`config.mk`:
```
export PLATFORM = sky130hd
export DESIGN_NAME = alu_serial
export DESIGN_NICKNAME = d
export VERILOG_FILES = /design/src/rtl/alu_serial_pkg.sv /design/src/rtl/alu_digit.sv /design/src/rtl/alu_serial.sv
export SDC_FILE = /design/constraint.sdc
export NUM_CORES = 1
export LEC_CHECK = 0
export ABC_AREA = 1
export CORE_ASPECT_RATIO = 1.2
export CORE_MARGIN = 3
export CORE_UTILIZATION = 50
export CTS_CLUSTER_DIAMETER = 30
export DETAILED_ROUTE_END_ITERATION = 7
export GPL_TIMING_DRIVEN = 0
export PLACE_DENSITY = 0.84
export SYNTH_ARGS = -nofsm -noshare
export SYNTH_HDL_FRONTEND = slang
export SYNTH_SLANG_ARGS = --single-unit
```
`constraint.sdc`:
```
create_clock -name clk -period 5.2 [get_ports clk]
set_input_delay 1.04 -clock clk [delete_from_list [all_inputs] [get_ports clk]]
set_output_delay 1.04 -clock clk [all_outputs]
set_load 0.005 [all_outputs]
```
`src/rtl/alu_serial_pkg.sv`:
```
// Shared types for the digit-serial ALU: opcode and control-state encodings.
package alu_serial_pkg;

  typedef enum logic [1:0] {
    OP_NOR = 2'b00,
    OP_XOR = 2'b01,
    OP_ADD = 2'b10,
    OP_SUB = 2'b11
  } op_e;

  typedef enum logic [1:0] {
    IDLE = 2'b00,
    RUN  = 2'b01,
    DONE = 2'b10
  } state_e;

  // ADD and SUB are the only opcodes that use the carry chain.
  function automatic logic is_arith(input logic [1:0] op);
    return op[1];
  endfunction

endpackage

```
`src/rtl/alu_digit.sv`:
```
// Combinational DIGIT-wide ALU slice; also exposes the carry into its MSB
// so the top level can derive signed overflow on the final digit.
module alu_digit
  import alu_serial_pkg::*;
#(
  parameter int DIGIT = 8
) (
  input  logic [DIGIT-1:0] a_d,
  input  logic [DIGIT-1:0] b_d,
  input  logic             cin_d,
  input  op_e              op,
  output logic [DIGIT-1:0] s_d,
  output logic             cout_d,
  output logic             c_msb
);

  logic [DIGIT-1:0] w_b_eff;
  logic [DIGIT:0]   w_sum;

  assign w_b_eff = (op == OP_SUB) ? ~b_d : b_d;
  assign w_sum   = {1'b0, a_d} + {1'b0, w_b_eff} + {{DIGIT{1'b0}}, cin_d};

  always_comb begin
    s_d    = w_sum[DIGIT-1:0];
    cout_d = w_sum[DIGIT];
    // sum bit = a ^ b ^ carry-in, so the carry into the MSB falls out directly
    c_msb  = w_sum[DIGIT-1] ^ a_d[DIGIT-1] ^ w_b_eff[DIGIT-1];
    case (op)
      OP_NOR: begin
        s_d    = ~(a_d | b_d);
        cout_d = 1'b0;
        c_msb  = 1'b0;
      end
      OP_XOR: begin
        s_d    = a_d ^ b_d;
        cout_d = 1'b0;
        c_msb  = 1'b0;
      end
      default: ;
    endcase
  end

endmodule

```
`src/rtl/alu_serial.sv`:
```
// Multi-cycle ALU: processes WIDTH bits DIGIT at a time, LSB digit first,
// with a registered carry between digits and valid/ready on both sides.
module alu_serial
  import alu_serial_pkg::*;
#(
  parameter int WIDTH = 64,
  parameter int DIGIT = 8
) (
  input  logic             clk,
  input  logic             rst_n,
  input  logic             in_valid,
  output logic             in_ready,
  input  logic [WIDTH-1:0] a,
  input  logic [WIDTH-1:0] b,
  input  logic             cin,
  input  logic [1:0]       op,
  output logic             out_valid,
  input  logic             out_ready,
  output logic [WIDTH-1:0] s,
  output logic             cout,
  output logic             ovf,
  output logic             zero
);

  localparam int NDIG = WIDTH / DIGIT;
  localparam int CW   = (NDIG > 1) ? $clog2(NDIG) : 1;
  localparam logic [CW-1:0] LAST = CW'(NDIG - 1);

  state_e           r_state, w_state_next;
  logic [WIDTH-1:0] r_a, r_b, r_s;
  op_e              r_op;
  logic             r_carry, r_cout, r_ovf, r_zero;
  logic [CW-1:0]    r_cnt;
  logic [DIGIT-1:0] w_s_d;
  logic             w_cout_d, w_c_msb, w_accept, w_last;
  logic [WIDTH-1:0] w_full;

  assign w_accept = in_valid && in_ready;
  assign w_last   = (r_state == RUN) && (r_cnt == LAST);

  alu_digit #(.DIGIT(DIGIT)) u_digit (
    .a_d    (r_a[DIGIT-1:0]),
    .b_d    (r_b[DIGIT-1:0]),
    .cin_d  (r_carry),
    .op     (r_op),
    .s_d    (w_s_d),
    .cout_d (w_cout_d),
    .c_msb  (w_c_msb)
  );

  // Partial result: new digit enters at the top, earlier digits slide down.
  generate
    if (NDIG == 1) begin : g_single
      assign w_full = w_s_d;
    end else begin : g_multi
      logic [WIDTH-DIGIT-1:0] r_acc;
      always_ff @(posedge clk or negedge rst_n) begin
        if (!rst_n)                r_acc <= '0;
        else if (r_state == RUN)   r_acc <= w_full[WIDTH-1:DIGIT];
      end
      assign w_full = {w_s_d, r_acc};
    end
  endgenerate

  always_ff @(posedge clk or negedge rst_n) begin
    if (!rst_n) r_state <= IDLE;
    else        r_state <= w_state_next;
  end

  always_comb begin
    w_state_next = r_state;
    case (r_state)
      IDLE:    if (in_valid)        w_state_next = RUN;
      RUN:     if (r_cnt == LAST)   w_state_next = DONE;
      DONE:    if (out_ready)       w_state_next = IDLE;
      default:                      w_state_next = IDLE;
    endcase
  end

  always_comb begin
    in_ready  = (r_state == IDLE);
    out_valid = (r_state == DONE);
  end

  always_ff @(posedge clk or negedge rst_n) begin
    if (!rst_n) begin
      r_a     <= '0;
      r_b     <= '0;
      r_op    <= OP_NOR;
      r_carry <= 1'b0;
      r_cnt   <= '0;
      r_s     <= '0;
      r_cout  <= 1'b0;
      r_ovf   <= 1'b0;
      r_zero  <= 1'b0;
    end else if (w_accept) begin
      r_a     <= a;
      r_b     <= b;
      r_op    <= op_e'(op);
      r_carry <= is_arith(op) & cin;
      r_cnt   <= '0;
    end else if (r_state == RUN) begin
      r_a     <= r_a >> DIGIT;
      r_b     <= r_b >> DIGIT;
      r_carry <= w_cout_d;
      r_cnt   <= r_cnt + 1'b1;
      // Visible outputs only change on the final digit, so they hold the
      // previous result throughout RUN.
      if (w_last) begin
        r_s    <= w_full;
        r_cout <= w_cout_d;
        r_ovf  <= w_c_msb ^ w_cout_d;
        r_zero <= (w_full == '0);
      end
    end
  end

  assign s    = r_s;
  assign cout = r_cout;
  assign ovf  = r_ovf;
  assign zero = r_zero;

endmodule

```
==> run summary <==
Synthesis-to-layout area growth = 33.33%
Min Clock Period, post-route = 2.784 ns
Yosys warns = 0
R2r startpoint = r_op[0]
I/O Buffers = 203
Routed len/inst = 16.76 um
Critical path class = reg2out
WP data required = 4.16 ns
Startpoint Class = flop
CTS Buf Count = 39
Residual DRC count = 0
Yosys reg bits = 259
Arrival time worst endpoint = 1.74 ns
Ports = 204
Vias in the first global route = 10263
Placer Congestion = 0.9029
DR vias/cell = 5.325
Syn_nets = 1456
VDD IR max = 318.4 uV
R2R Setup Slk = 2.49 ns
Endpoints failing hold = 0
Post-CTS Setup Inserts = 0
RSZ-0062 raised after global routing = no
Die height = 171.1 um
Final Hold Slack = 0.4801 ns
Status = complete, no violations
Crit. End Element = output pin
Final Max Tran Viols = 0
Final setup TNS = 0 ns
Least-Margin Pin Slew = 0.6137 ns
Slew margin rel. = 59.09%
Worst-path clk slew = 0.06 ns
N_diodes = 0
Max Fclk = 0.3592 GHz
Post-CTS sizing = 0
Standard-cell rows = 59
Crit-path max FO = 4
Reg2reg path depth = 13
WL final = 31000 um
Via count = 9851
Final worst path period share = 53.54%
First-pass GRT wire length = 50340 um
Synth Instances = 1301
CTS Sinks = 259
Pleak = 7.282 nW
Die area = 0.02456 sq mm
Die W = 143.6 um
1st-pass router iterations = 5
Total grt overflow = 0
Synth cell types = 33
Final #Nets = 1702
Starting Density = 51.60%
CTS tree = yes
Setup Viol. Count Final = 0
Post-synthesis sequential area ratio = 57.09%
Hold_buf cts = 0
Max Cap Violations = 0
Layout cell share with drive strength beyond 1 = 8.566%
H-tree Lvls = 2
Power per cell area = 660.6 mW/mm^2
R2R Path End = zero
Core area = 0.02200 sq mm
Largest net degree at the start of global routing = 101
Skew-Pair Late Insertion Delay = 0.52 ns
Initial DRC Count = 649
Initial antenna violation count = 0
Hold Crit Class = in2async
Clock Path Buffers = 3
Final HPWL DP = 22930 um
ANT nets after route = 0
Fillcell total = 1620
Tot GR Track Use = 25.64%
Clk_skew = 0.01583 ns
Root Driver = clkbuf_16
Post-Syn Area = 0.01135 sq mm
Syn avg cell area = 8.726 sq um
report_power, final:
group / total (mW) / internal [mW] / switching (mW)
sequential: 3.38 / 2.87 / 0.511
clock: 2.68 / 1.72 / 0.954
combinational: 3.94 / 1.59 / 2.35
total: 10.0 / 6.18 / 3.82
worst max-delay path, cell delays in order (launching register included):
cell             delay [ns]
dfrtp_1                0.46
nor2_4                 0.19
clkdlybuf4s50_1        0.56
how the worst max path moves through the flow:
| stage | slack (ns) | cells after the start | to | startpoint |
|---|---|---|---|---|
| after floorplan | 2.88 | 11 | zero | r_op[0] |
| after global placement | -7.54 | 1 | r_b[58] | rst_n |
| after detailed placement | 2.53 | 7 | r_a[16] | in_valid |
| after CTS | 2.39 | 2 | in_ready | r_state[1] |
| after global routing | 2.34 | 3 | out_valid | r_state[1] |
| final | 2.42 | 2 | in_ready | r_state[1] |
cell families (layout without fill, tap and decap cells):
group,count (synthesis),in the layout,synth area share [%]
DFF,259,259,57.09
buffers and inverters,187,462,6.955
adders and majority gates,20,20,2.337
and+or+nand+nor,647,647,23.29
AOI/OAI and AO/OA,180,180,9.710
xor gates and xnor gates,8,8,0.6172
synth_stat cells (all sizes together):
cell type / number / area share, %
nand2: 492 / 16
dfrtp: 259 / 57
inv: 121 / 4.0
o21ai: 115 / 5.1
nand3: 107 / 4.8
buf: 50 / 2.4
nor2: 39 / 1.5
a22o: 22 / 1.7
ha: 18 / 2.0
clkbuf: 16 / 0.53
o211ai: 16 / 1.1
o221ai: 16 / 1.2
xor2: 8 / 0.62
a21oi: 5 / 0.22
nand4: 3 / 0.17
a22oi: 2 / 0.13
a32o: 2 / 0.18
fa: 2 / 0.35
nand3b: 2 / 0.13
nor3b: 2 / 0.18
a31oi: 1 / 0.055
nor3: 1 / 0.044
o31ai: 1 / 0.066
or2: 1 / 0.055
per-layer routing:
metal | track usage (%) | vias up | part of all wire, %
met4 | 9.091 | 0 | 3.3
met3 | 6.430 | 69 | 7.8
met1 | 30.43 | 4700 | 38
li1 | - | 4688 | -
met5 | 0 | - | 0
met2 | 45.19 | 394 | 51
cells in the final DEF, fill, tap and decap left out, types with 5 or more instances in the layout:
master,n
ha_1,18
clkdlybuf4s50_1,202
o211ai_1,16
o221ai_1,16
inv_1,113
nand3_1,104
inv_2,8
a21oi_1,5
clkbuf_16,40
dfrtp_1,259
clkbuf_1,23
nor2_1,36
clkbuf_8,7
nand2_1,489
a22o_1,22
buf_2,43
xor2_1,8
buf_4,5
o21ai_0,113
flip-flops by register name (all words and copies together), names as in the netlist:
register       cells
r_a               64
r_b               64
s                 64
g_multi.r_acc     56
r_cnt              3
r_op               2
r_state            2
cout               1
ovf                1
r_carry            1
zero               1
through the flow:
| stage | total power, mW | area (sq um) | util (%) | cells | setup slack, ns |
|---|---|---|---|---|---|
| 2_1_floorplan | 5.781 | 11350 | - | 1301 | 2.881 |
| 3_3_place_gp | 7.087 | 13730 | 62.40 | 1778 | -7.543 |
| 3_5_place_dp | 7.280 | 13790 | 62.67 | 1780 | 2.534 |
| 4_1_cts | 10.01 | 15140 | 68.80 | 1850 | 2.392 |
| 5_1_grt | 10.73 | 15140 | 68.80 | 1850 | 2.340 |
| 6_report | 9.998 | 15140 | 68.80 | 1850 | 2.416 |
layout make-up:
type / instances / area, sq um / share of cell area (%)
clock inverter: 16 / 225.2 / 1.488
tap: 274 / 342.8 / 2.265
timing repair buffer: 205 / 2092 / 13.82
clock buffer: 54 / 1124 / 7.423
buffer: 66 / 335.3 / 2.215
multi-input combinational: 855 / 4081 / 26.97
inverter: 121 / 454.2 / 3.001
sequential: 259 / 6481 / 42.82
(Power assumes the default switching activity.)
